`config.mk`:
```
export PLATFORM = sky130hd
export DESIGN_NAME = mem_lsu_stage
export DESIGN_NICKNAME = d
export VERILOG_FILES = /design/src/rtl/mem_lsu_stage_pkg.sv /design/src/rtl/mem_lsu_align.sv /design/src/rtl/mem_lsu_stage.sv
export SDC_FILE = /design/constraint.sdc
export NUM_CORES = 1
export LEC_CHECK = 0
export ABC_AREA = 1
export CAP_MARGIN = 20
export CORE_MARGIN = 2
export CORE_UTILIZATION = 46
export DETAILED_ROUTE_END_ITERATION = 10
export PLACE_DENSITY = 0.92
export SLEW_MARGIN = 0
export SYNTH_ARGS = -nofsm -noshare
export SYNTH_HDL_FRONTEND = slang
export SYNTH_HIERARCHICAL = 1
export SYNTH_SLANG_ARGS = --single-unit
```
`constraint.sdc`:
```
create_clock -name clk_i -period 5.19 [get_ports clk_i]
set_clock_uncertainty 0.2 [all_clocks]
set_input_delay 1.2975 -clock clk_i [delete_from_list [all_inputs] [get_ports clk_i]]
set_output_delay 1.2975 -clock clk_i [all_outputs]
set_load 0.05 [all_outputs]
```
`src/rtl/mem_lsu_stage_pkg.sv`:
```
// Shared constants and types for the MEM-stage load/store unit.
// The default datapath width is 32; instantiations override it through the XLEN parameter.
package mem_lsu_stage_pkg;

    localparam int XLEN_DEFAULT = 32;

    // Memory-op field layout: [4]access [3]store [2]unsigned [1:0]size
    localparam int MEM_OP_W        = 5;
    localparam int MEM_OP_ACCESS   = 4;
    localparam int MEM_OP_STORE    = 3;
    localparam int MEM_OP_UNSIGNED = 2;

    localparam logic [1:0] MEM_SIZE_B = 2'd0;
    localparam logic [1:0] MEM_SIZE_H = 2'd1;
    localparam logic [1:0] MEM_SIZE_W = 2'd2;
    localparam logic [1:0] MEM_SIZE_D = 2'd3;

    // Operation details kept while a bus transaction is outstanding
    typedef struct packed {
        logic       store;
        logic       uns;
        logic [1:0] size;
    } mem_op_t;

    // A doubleword access on a 32-bit datapath degrades to a word access
    function automatic logic [1:0] eff_size(input logic [1:0] size, input logic wide);
        if ((size == MEM_SIZE_D) && !wide) begin
            return MEM_SIZE_W;
        end
        return size;
    endfunction

endpackage

```
`src/rtl/mem_lsu_align.sv`:
```
// Combinational lane alignment for the load/store unit.
// Store side: byte enables and lane-replicated write data.
// Load side: shift the addressed bytes down to bit 0 and sign/zero extend.
module mem_lsu_align
    import mem_lsu_stage_pkg::*;
#(
    parameter int XLEN = XLEN_DEFAULT,
    localparam int BEW = XLEN / 8,
    localparam int OFFW = $clog2(BEW)
) (
    input  logic [1:0]      st_size_i,
    input  logic [OFFW-1:0] st_offset_i,
    input  logic [XLEN-1:0] st_data_i,
    output logic [BEW-1:0]  st_be_o,
    output logic [XLEN-1:0] st_wdata_o,
    input  logic [1:0]      ld_size_i,
    input  logic            ld_unsigned_i,
    input  logic [OFFW-1:0] ld_offset_i,
    input  logic [XLEN-1:0] ld_rdata_i,
    output logic [XLEN-1:0] ld_data_o
);

    logic [BEW-1:0]  beBase;
    logic [XLEN-1:0] ldShifted;

    // Build the byte-enable mask for the access size and replicate the low bytes on every lane
    always_comb begin
        beBase     = '0;
        st_wdata_o = st_data_i;
        case (st_size_i)
            MEM_SIZE_B: begin
                beBase     = BEW'(1);
                st_wdata_o = {BEW{st_data_i[7:0]}};
            end
            MEM_SIZE_H: begin
                beBase     = BEW'(3);
                st_wdata_o = {(BEW/2){st_data_i[15:0]}};
            end
            MEM_SIZE_W: begin
                beBase     = BEW'(15);
                st_wdata_o = {(BEW/4){st_data_i[31:0]}};
            end
            default: begin
                beBase     = '1;
                st_wdata_o = st_data_i;
            end
        endcase
        st_be_o = beBase << st_offset_i;
    end

    // Bring the addressed lane to bit 0 and extend according to size and signedness
    always_comb begin
        ldShifted = ld_rdata_i >> {ld_offset_i, 3'b000};
        case (ld_size_i)
            MEM_SIZE_B: ld_data_o = ld_unsigned_i ? XLEN'(ldShifted[7:0])
                                                  : XLEN'($signed(ldShifted[7:0]));
            MEM_SIZE_H: ld_data_o = ld_unsigned_i ? XLEN'(ldShifted[15:0])
                                                  : XLEN'($signed(ldShifted[15:0]));
            MEM_SIZE_W: ld_data_o = ld_unsigned_i ? XLEN'(ldShifted[31:0])
                                                  : XLEN'($signed(ldShifted[31:0]));
            default:    ld_data_o = ldShifted;
        endcase
    end

endmodule

```
`src/rtl/mem_lsu_stage.sv`:
```
// MEM stage with a load/store unit. Register-only ops reach WB one cycle later;
// loads and stores run a req/gnt/rvalid transaction and stall EXE while in flight.
// Optional feature macro: MEM_MISALIGN_TRAP_EN (misaligned accesses are reported
// instead of issued; when undefined the offset is rounded down to the access size).
module mem_lsu_stage
    import mem_lsu_stage_pkg::*;
#(
    parameter int XLEN = XLEN_DEFAULT,
    parameter int RADDR_W = 5,
    localparam int BEW = XLEN / 8,
    localparam int OFFW = $clog2(BEW)
) (
    input  logic                clk_i,
    input  logic                rst_i,
    input  logic                ex_valid_i,
    output logic                ex_ready_o,
    input  logic [RADDR_W-1:0]  ex_rd_addr_i,
    input  logic [XLEN-1:0]     ex_rd_data_i,
    input  logic                ex_rd_we_i,
    input  logic [MEM_OP_W-1:0] ex_mem_op_i,
    input  logic [XLEN-1:0]     ex_store_data_i,
    output logic                dbus_req_o,
    output logic                dbus_we_o,
    output logic [XLEN-1:0]     dbus_addr_o,
    output logic [BEW-1:0]      dbus_be_o,
    output logic [XLEN-1:0]     dbus_wdata_o,
    input  logic                dbus_gnt_i,
    input  logic                dbus_rvalid_i,
    input  logic [XLEN-1:0]     dbus_rdata_i,
    output logic                wb_valid_o,
    output logic [RADDR_W-1:0]  wb_rd_addr_o,
    output logic [XLEN-1:0]     wb_rd_data_o,
`ifdef MEM_MISALIGN_TRAP_EN
    output logic                misalign_o,
    output logic [XLEN-1:0]     misalign_addr_o,
`endif
    output logic                wb_rd_we_o
);

    typedef enum logic [1:0] {
        S_IDLE = 2'd0,
        S_REQ  = 2'd1,
        S_WAIT = 2'd2
    } state_e;

    state_e              state_q, state_d;
    logic [XLEN-1:0]     dbus_addr_q, dbus_addr_d;
    logic [BEW-1:0]      dbus_be_q, dbus_be_d;
    logic [XLEN-1:0]     dbus_wdata_q, dbus_wdata_d;
    mem_op_t             op_q, op_d;
    logic [OFFW-1:0]     ld_offset_q, ld_offset_d;
    logic [RADDR_W-1:0]  rd_addr_q, rd_addr_d;
    logic                rd_we_q, rd_we_d;
    logic                wb_valid_q, wb_valid_d;
    logic [RADDR_W-1:0]  wb_rd_addr_q, wb_rd_addr_d;
    logic [XLEN-1:0]     wb_rd_data_q, wb_rd_data_d;
    logic                wb_rd_we_q, wb_rd_we_d;
`ifdef MEM_MISALIGN_TRAP_EN
    logic                misalign_q, misalign_d;
    logic [XLEN-1:0]     misalign_addr_q, misalign_addr_d;
    logic                exMisaligned;
`endif

    logic [1:0]          exSize;
    logic [OFFW-1:0]     exOffset;
    logic [OFFW-1:0]     exSizeMask;
    logic [OFFW-1:0]     exAlignedOffset;
    logic [BEW-1:0]      stBe;
    logic [XLEN-1:0]     stWdata;
    logic [XLEN-1:0]     ldData;

    // Decode the incoming access: effective size, lane offset and alignment
    always_comb begin
        exSize   = eff_size(ex_mem_op_i[1:0], XLEN == 64);
        exOffset = ex_rd_data_i[OFFW-1:0];
        case (exSize)
            MEM_SIZE_B: exSizeMask = '0;
            MEM_SIZE_H: exSizeMask = OFFW'(1);
            MEM_SIZE_W: exSizeMask = OFFW'(3);
            default:    exSizeMask = OFFW'(7);
        endcase
        exAlignedOffset = exOffset & ~exSizeMask;
`ifdef MEM_MISALIGN_TRAP_EN
        exMisaligned = |(exOffset & exSizeMask);
`endif
    end

    mem_lsu_align #(
        .XLEN(XLEN)
    ) u_align (
        .st_size_i     (exSize),
        .st_offset_i   (exAlignedOffset),
        .st_data_i     (ex_store_data_i),
        .st_be_o       (stBe),
        .st_wdata_o    (stWdata),
        .ld_size_i     (op_q.size),
        .ld_unsigned_i (op_q.uns),
        .ld_offset_i   (ld_offset_q),
        .ld_rdata_i    (dbus_rdata_i),
        .ld_data_o     (ldData)
    );

    // Next-state logic: pass-through, access launch, grant and completion handling
    always_comb begin
        state_d      = state_q;
        dbus_addr_d  = dbus_addr_q;
        dbus_be_d    = dbus_be_q;
        dbus_wdata_d = dbus_wdata_q;
        op_d         = op_q;
        ld_offset_d  = ld_offset_q;
        rd_addr_d    = rd_addr_q;
        rd_we_d      = rd_we_q;
        wb_valid_d   = 1'b0;
        wb_rd_we_d   = 1'b0;
        wb_rd_addr_d = wb_rd_addr_q;
        wb_rd_data_d = wb_rd_data_q;
`ifdef MEM_MISALIGN_TRAP_EN
        misalign_d      = 1'b0;
        misalign_addr_d = misalign_addr_q;
`endif
        case (state_q)
            S_IDLE: begin
                if (ex_valid_i) begin
                    if (!ex_mem_op_i[MEM_OP_ACCESS]) begin
                        wb_valid_d   = 1'b1;
                        wb_rd_addr_d = ex_rd_addr_i;
                        wb_rd_data_d = ex_rd_data_i;
                        wb_rd_we_d   = ex_rd_we_i && (ex_rd_addr_i != '0);
                    end
`ifdef MEM_MISALIGN_TRAP_EN
                    else if (exMisaligned) begin
                        wb_valid_d      = 1'b1;
                        wb_rd_addr_d    = ex_rd_addr_i;
                        wb_rd_data_d    = '0;
                        misalign_d      = 1'b1;
                        misalign_addr_d = ex_rd_data_i;
                    end
`endif
                    else begin
                        state_d      = S_REQ;
                        dbus_addr_d  = {ex_rd_data_i[XLEN-1:OFFW], {OFFW{1'b0}}};
                        dbus_be_d    = stBe;
                        dbus_wdata_d = stWdata;
                        op_d.store   = ex_mem_op_i[MEM_OP_STORE];
                        op_d.uns     = ex_mem_op_i[MEM_OP_UNSIGNED];
                        op_d.size    = exSize;
                        ld_offset_d  = exAlignedOffset;
                        rd_addr_d    = ex_rd_addr_i;
                        rd_we_d      = ex_rd_we_i && !ex_mem_op_i[MEM_OP_STORE]
                                       && (ex_rd_addr_i != '0);
                    end
                end
            end
            S_REQ: begin
                if (dbus_gnt_i) begin
                    state_d = S_WAIT;
                end
            end
            S_WAIT: begin
                if (dbus_rvalid_i) begin
                    state_d      = S_IDLE;
                    wb_valid_d   = 1'b1;
                    wb_rd_addr_d = rd_addr_q;
                    wb_rd_we_d   = rd_we_q;
                    wb_rd_data_d = op_q.store ? '0 : ldData;
                end
            end
            default: begin
                state_d = S_IDLE;
            end
        endcase
    end

    // State and payload registers; reset aborts any transaction in flight
    always_ff @(posedge clk_i or posedge rst_i) begin
        if (rst_i) begin
            state_q      <= S_IDLE;
            dbus_addr_q  <= '0;
            dbus_be_q    <= '0;
            dbus_wdata_q <= '0;
            op_q         <= '0;
            ld_offset_q  <= '0;
            rd_addr_q    <= '0;
            rd_we_q      <= 1'b0;
            wb_valid_q   <= 1'b0;
            wb_rd_addr_q <= '0;
            wb_rd_data_q <= '0;
            wb_rd_we_q   <= 1'b0;
`ifdef MEM_MISALIGN_TRAP_EN
            misalign_q      <= 1'b0;
            misalign_addr_q <= '0;
`endif
        end else begin
            state_q      <= state_d;
            dbus_addr_q  <= dbus_addr_d;
            dbus_be_q    <= dbus_be_d;
            dbus_wdata_q <= dbus_wdata_d;
            op_q         <= op_d;
            ld_offset_q  <= ld_offset_d;
            rd_addr_q    <= rd_addr_d;
            rd_we_q      <= rd_we_d;
            wb_valid_q   <= wb_valid_d;
            wb_rd_addr_q <= wb_rd_addr_d;
            wb_rd_data_q <= wb_rd_data_d;
            wb_rd_we_q   <= wb_rd_we_d;
`ifdef MEM_MISALIGN_TRAP_EN
            misalign_q      <= misalign_d;
            misalign_addr_q <= misalign_addr_d;
`endif
        end
    end

    assign ex_ready_o   = (state_q == S_IDLE);
    assign dbus_req_o   = (state_q == S_REQ);
    assign dbus_we_o    = op_q.store;
    assign dbus_addr_o  = dbus_addr_q;
    assign dbus_be_o    = dbus_be_q;
    assign dbus_wdata_o = dbus_wdata_q;
    assign wb_valid_o   = wb_valid_q;
    assign wb_rd_addr_o = wb_rd_addr_q;
    assign wb_rd_data_o = wb_rd_data_q;
    assign wb_rd_we_o   = wb_rd_we_q;
`ifdef MEM_MISALIGN_TRAP_EN
    assign misalign_o      = misalign_q;
    assign misalign_addr_o = misalign_addr_q;
`endif

endmodule

```
==> key figures <==
Placed design
  – DP Worst Slack: between 1000 and 1500 ps
  – Placed Cells incl. Taps: 1258
  – Area after DPL: 8541 sq um
  – Routability cong.: 0.9056
  – DPL Wire Length: approximately 14 mm
  – Port Buffer Count: between 200 and 250

Worst setup path
  – Critical-path cell list: inv_2, nor2_1, clkdlybuf4s50_1
  – Flop2flop setup slack: 2310 ps
  – CP arrival: around 1900 ps
  – Largest fanout on the critical path: 3
  – Worst Setup Path Type: reg -> out
  – Worst endpoint required time: 3690 ps
  – CP Launch Type: register
  – Max incr delay on CP: 830 ps
  – CP Capture Type: output pin
  – R2r worst-path depth: 9
  – Slowest CP cell: clkdlybuf4s50_1

Cells and area
  – Area delta synth->final: 39.61%
  – Nets: 1209
  – Post-route cell area: ~9000 sq um
  – Reg area: 2978 sq um
  – Multi-input logic area: 3004 sq um
  – Layout fillers: between 1k and 1.5k
  – Commonest non-fill, non-tap cell in the layout: nand2_1
  – Layout cell share with drive strength beyond 1: 5.676%
  – Layout Cells excl Fill: 1290
  – Most frequent cells in the layout: 524 x nand2_1, 219 x clkdlybuf4s50_1, 119 x dfrtp_1
  – Ant diodes: 0

Clocking
  – Bufs on Longest Clock Path: 2
  – TritonCTS clock tree: done
  – CTS Sinks: about 120
  – Root buf cell: clkbuf_16
  – Post-CTS setup buffer count: 0
  – Clock-pin transition on the worst setup and hold timing paths: 60 ps
  – CTS Hold Bufs: 0
  – Clk_lat worst skew: 400 ps
  – CTS buffer count: 17
  – H-tree depth: 4
  – Post-CTS sizing: 0

Floorplan
  – Core Rows: 43
  – IO Count: between 200 and 250
  – Core footprint: 13880 sq um
  – Die ar.: ~15000 sq um
  – Initial Util: 47.04%
  – Chip height: roughly 120 um
  – Die Wd: roughly 120 um

Hold path
  – Worst hold stages: 2
  – Hold Path Class: reg -> reg

GRT
  – Vias in the first global route: about 6.5k
  – Antenna violations before repair: 0
  – First-pass GRT wire length: 31.88 mm
  – Global route overflow: 0
  – GRT Total Usage: between 20% and 30%
  – Pin count of the biggest net entering global routing: 84

Yosys
  – Dominant cell type by area after synthesis: dfrtp_1
  – Largest family of logic cells by synthesized area: simple AND/OR/NAND/NOR gates
  – Xor-xnor portion of the synthesized cell area: 0%
  – Register area share after synthesis: 45.60%
  – Synth Area in Adders: 0%
  – Gate Count Post-Synth: 919
  – Synth Register Bits: around 120
  – Synth unique cells: 25
  – Leading post-synthesis cells by cell area: dfrtp_1 46%, nand2_1 30%, nand3_1 6.1%
  – Synth Area in Compound Gates: under 10%
  – Post-synthesis mux area share: 0%
  – Post-Synth Simple-Gate Area: about two fifths
  – Synth warnings: 6
  – Synthesized area: 6530 sq um
  – Synth top area share: 45.60%
  – Post-synthesis area per instance: 7.106 sq um

Pwr
  – Maximum vdd drop: 0.2773 mV
  – Clock share of power: 21.5%
  – Leak: 4.651 nW
  – Pwr dens: 587.9 nW/um^2
  – Sequential share of power: about 28%
  – Power Total: about 5.4 mW
  – Sw frac: approximately 47%
  – Internal: 2.855 mW
  – Logic pwr share: 50.6%
  – Switch Pwr: 2.505 mW

STA
  – Final hold viol count: 0
  – Final period utilization: 65.78%
  – RSZ-0062 raised after global routing: false
  – Setup violators final: 0
  – Setup tns final: 0 ps
  – Max-slew violation count: 0
  – Final setup margin: 1776 ps
  – Worst-margin pin slew: 961.7 ps
  – Achievable frequency: 292.9 MHz
  – Post-layout min period: 3414 ps
  – Max-Slew Margin vs Limit: 35.89%

Job
  – Reported max-cap violation count: 0

Route
  – DRT iter0 DRCs: 622
  – Total Wirelength: between 20 and 25 mm
  – Final ANT Viol Nets: 0
  – DRC Markers: 0
  – Routed WL per cell: 15.67 um
  – Drt pass-1 iters: 7
  – Via density: roughly 5.3
  – Routed via count: 6838

Run status
  – Run status: complete, no violations
## metrics by stage
step | util, % | hold WS [ps]
2_1_floorplan | - | 249.2
3_3_place_gp | 61.53 | 260.9
3_5_place_dp | 61.53 | 265.3
4_1_cts | 65.68 | 280.9
5_1_grt | 65.68 | 303.6
6_report | 65.68 | 277.1
## synth_stat cells (all sizes together)
| library cell | number |
|---|---|
| nand4 | 1 |
| o21ai | 41 |
| dfrtp | 119 |
| o211ai | 1 |
| buf | 57 |
| nand3 | 89 |
| a21oi | 14 |
| nand2 | 530 |
| nor2 | 25 |
| and2 | 1 |
| inv | 27 |
| clkbuf | 9 |
| o31ai | 1 |
| a22oi | 3 |
| conb | 1 |
## path summary, 6_finish.rpt
check / from / endpoint
min reg2reg: dbus_addr_o[13] / dbus_addr_o[13]
min: dbus_addr_o[13] / dbus_addr_o[13]
max reg2reg: ld_offset_q[0] / wb_rd_data_o[15]
max in group asynchronous: rst_i / ld_offset_q[0]
min in group asynchronous: rst_i / dbus_addr_o[22]
max: state_q[0] / dbus_req_o
## power groups by stage
stage                     Combinational, mW  Clock, mW  Sequential (mW)
after floorplan                       0.789          0             2.52
after global placement                 2.66          0             1.49
after detailed placement               2.70          0             1.50
after CTS                              2.71       1.16             1.49
after global routing                   2.88       1.22             1.53
final                                  2.71       1.15             1.50
## layer usage
layer  track usage (%)  up-vias  wire length [um]
li1                  -     3206                 -
met1             32.69     3182              8055
met2             44.57      394              9621
met3             7.380       56              1877
met4             11.01        0               665
met5                 0        -                 0
## final cells by class
cell class | count | area share (%)
well taps | 180 | 2.470
repair buffers | 224 | 24.46
flip-flops and latches | 119 | 32.67
clock buffers | 20 | 4.900
inverters | 27 | 1.139
multi-input cells | 708 | 32.95
clock inverters | 12 | 1.414
## sequential cells by signal, indices dropped and copies added, names as in the netlist
name / cells
dbus_we_o: 1
state_q: 2
wb_valid_o: 1
op_q: 3
wb_rd_we_o: 1
dbus_wdata_o: 32
dbus_be_o: 4
ld_offset_q: 2
wb_rd_data_o: 32
wb_rd_addr_o: 5
dbus_addr_o: 30
rd_we_q: 1
rd_addr_q: 5
## critical path, delay by kind of cell, from the launching register on
family / cells / cell delay (ps)
buf+inv: 2 / 900
flops: 1 / 460
simple gates: 1 / 150
## logic make-up (layout without fill, tap and decap cells)
group | after synthesis | in the layout
other cells | 1 | 2
compound gates | 60 | 60
flops | 119 | 119
simple gates | 646 | 646
buf+inv | 93 | 283
Note: power is estimated with default switching activity, not from simulation.
==> edit: new RTL, same flow settings <==
Take the reset off `dbus_addr_q`, `dbus_wdata_q`, `rd_addr_q`, `wb_rd_addr_q` and `wb_rd_data_q` and load them in a clocked block of their own.
--- a/src/rtl/mem_lsu_stage.sv
+++ b/src/rtl/mem_lsu_stage.sv
@@ -175,16 +175,11 @@
     always_ff @(posedge clk_i or posedge rst_i) begin
         if (rst_i) begin
             state_q      <= S_IDLE;
-            dbus_addr_q  <= '0;
             dbus_be_q    <= '0;
-            dbus_wdata_q <= '0;
             op_q         <= '0;
             ld_offset_q  <= '0;
-            rd_addr_q    <= '0;
             rd_we_q      <= 1'b0;
             wb_valid_q   <= 1'b0;
-            wb_rd_addr_q <= '0;
-            wb_rd_data_q <= '0;
             wb_rd_we_q   <= 1'b0;
 `ifdef MEM_MISALIGN_TRAP_EN
             misalign_q      <= 1'b0;
@@ -192,22 +187,25 @@
 `endif
         end else begin
             state_q      <= state_d;
-            dbus_addr_q  <= dbus_addr_d;
             dbus_be_q    <= dbus_be_d;
-            dbus_wdata_q <= dbus_wdata_d;
             op_q         <= op_d;
             ld_offset_q  <= ld_offset_d;
-            rd_addr_q    <= rd_addr_d;
             rd_we_q      <= rd_we_d;
             wb_valid_q   <= wb_valid_d;
-            wb_rd_addr_q <= wb_rd_addr_d;
-            wb_rd_data_q <= wb_rd_data_d;
             wb_rd_we_q   <= wb_rd_we_d;
 `ifdef MEM_MISALIGN_TRAP_EN
             misalign_q      <= misalign_d;
             misalign_addr_q <= misalign_addr_d;
 `endif
         end
+    end
+
+    always_ff @(posedge clk_i) begin
+        dbus_addr_q  <= dbus_addr_d;
+        dbus_wdata_q <= dbus_wdata_d;
+        rd_addr_q    <= rd_addr_d;
+        wb_rd_addr_q <= wb_rd_addr_d;
+        wb_rd_data_q <= wb_rd_data_d;
     end
 
     assign ex_ready_o   = (state_q == S_IDLE);
Formal check against the unedited RTL: not equivalent (Yosys sat finds a counterexample within 4 cycles, from zero or initial values and one cycle with rst_i high).
==> edit against the unedited design <==
- routed wire length down 22%
- cell area fell by 8.7%
- first-iteration DRC count is 23% lower
- synthesized area fell by 15%
- sequential cell count did not move
- worst setup slack lost 48 ps
- die area decreased by 14%
- critical path type is now in2reg
- largest cell class is now sequential cells
Power is not compared: it rests on default switching activity, and its combinational part moved more than twofold at a synthesized area within 25%.
==> edit: results <==
set metrics [dict create \
    run_status "completed" \
    synthArstFlopShare_pct 12.61 \
    finalWeightedCongestion 0.8531 \
    route.final.wire_length_um 15760 \
    nNetsFinal 895 \
    synth_cells 580 \
    holdCritStartpoint "dbus_be_o[1]$_DFFE_PP0P_" \
    top_layer_used "met4" \
    seq_area_frac_synth_pct 62.75 \
    dr.pass1.iters 5 \
    groute.layer.met1.usage_pct 27.04 \
    via_per_inst 5.250 \
    first_global_vias 4844 \
    io_port_bufs 219 \
    grt_use_met3_pct 6.935 \
    worstMarginPinSlew_ps 1047 \
    drt_iter0_drc 477 \
    critical_path.endpoint "dbus_wdata_o[10]$_DFFE_PP_" \
    r2r_end "wb_rd_data_o[8]$_DFFE_PP_" \
    groute.usage.overall_pct 24.09 \
    routed-wl-met3_um 1416 \
    crit_start "ex_mem_op_i[1]" \
    worstRegToRegCells 5 \
    wl_met1_um 5696 \
    r2r-start "state_q[1]$_DFFE_PP0P_" \
    yosys-top-cells-count "sky130_fd_sc_hd__nand2_1 (248), sky130_fd_sc_hd__edfxtp_1 (104), sky130_fd_sc_hd__nand3_1 (82), sky130_fd_sc_hd__inv_1 (26), sky130_fd_sc_hd__nor2_1 (17)" \
    timing.reg2reg.setup_slack_ps 2090 \
    place.detailed.hpwl_um 11080 \
    layout.filler_cells 857 \
    dr_total_vias 4951 \
    cp_max_fo 21 \
    grt_first_pass_wirelength_um 24140 \
    ir_drop_v 0.0002309 \
    cp.arrival_ps 3410 \
    synth.area.top_cells "sky130_fd_sc_hd__edfxtp_1 (56%), sky130_fd_sc_hd__nand2_1 (17%), sky130_fd_sc_hd__nand3_1 (7.4%), sky130_fd_sc_hd__dfrtp_1 (6.7%), sky130_fd_sc_hd__inv_1 (1.8%)" \
    unique_masters_post_synth 24 \
    final.hold.worst_slack_ps 281.7 \
    grt_max_degree 45 \
]
==> edit: changes by cell type in the layout (fill, tap and decap cells not counted), moves of 3 or more <==
cell | before | now
sky130_fd_sc_hd__nand2_1 | 524 | 248
sky130_fd_sc_hd__buf_4 | 5 | 1
sky130_fd_sc_hd__nand3_2 | 8 | 2
sky130_fd_sc_hd__clkinv_4 | 3 | 0
sky130_fd_sc_hd__dfrtp_1 | 119 | 15
sky130_fd_sc_hd__inv_1 | 22 | 26
sky130_fd_sc_hd__edfxtp_1 | 0 | 104
sky130_fd_sc_hd__nand3_1 | 78 | 82
sky130_fd_sc_hd__o21ai_0 | 41 | 10
==> edit: per-stage QoR <==
stage	worst slack, ps	area, um2
after floorplan	525.2	5579
after detailed placement	1358	7764
after CTS	1756	8327
final	1728	8327
after global placement	1461	7744
after global routing	1570	8327
==> edit: logic make-up after synthesis <==
family | count (synthesis) | share of synthesized area [%]
other | 1 | 0.06726
and+or+nand+nor | 361 | 27.67
AOI/OAI and AO/OA | 30 | 2.917
DFF | 119 | 62.75
buffers and inverters | 69 | 6.598
==> edit: critical path: stages <==
cell and delay (ps):
sky130_fd_sc_hd__clkdlybuf4s50_1 450, sky130_fd_sc_hd__buf_4 250, sky130_fd_sc_hd__inv_1 120, sky130_fd_sc_hd__nand2_1 90, sky130_fd_sc_hd__inv_1 60, sky130_fd_sc_hd__nor2_1 570
sky130_fd_sc_hd__inv_1 340, sky130_fd_sc_hd__nand2_1 150, sky130_fd_sc_hd__nand2_1 80
==> edit: area by class of cell <==
cell class / count / area share, %
repair buffers: 222 / 26.90
well taps: 147 / 2.209
flip-flops and latches: 119 / 42.01
clock inverters: 13 / 1.563
clock buffers: 19 / 5.199
multi-input cells: 393 / 20.77
inverters: 30 / 1.352
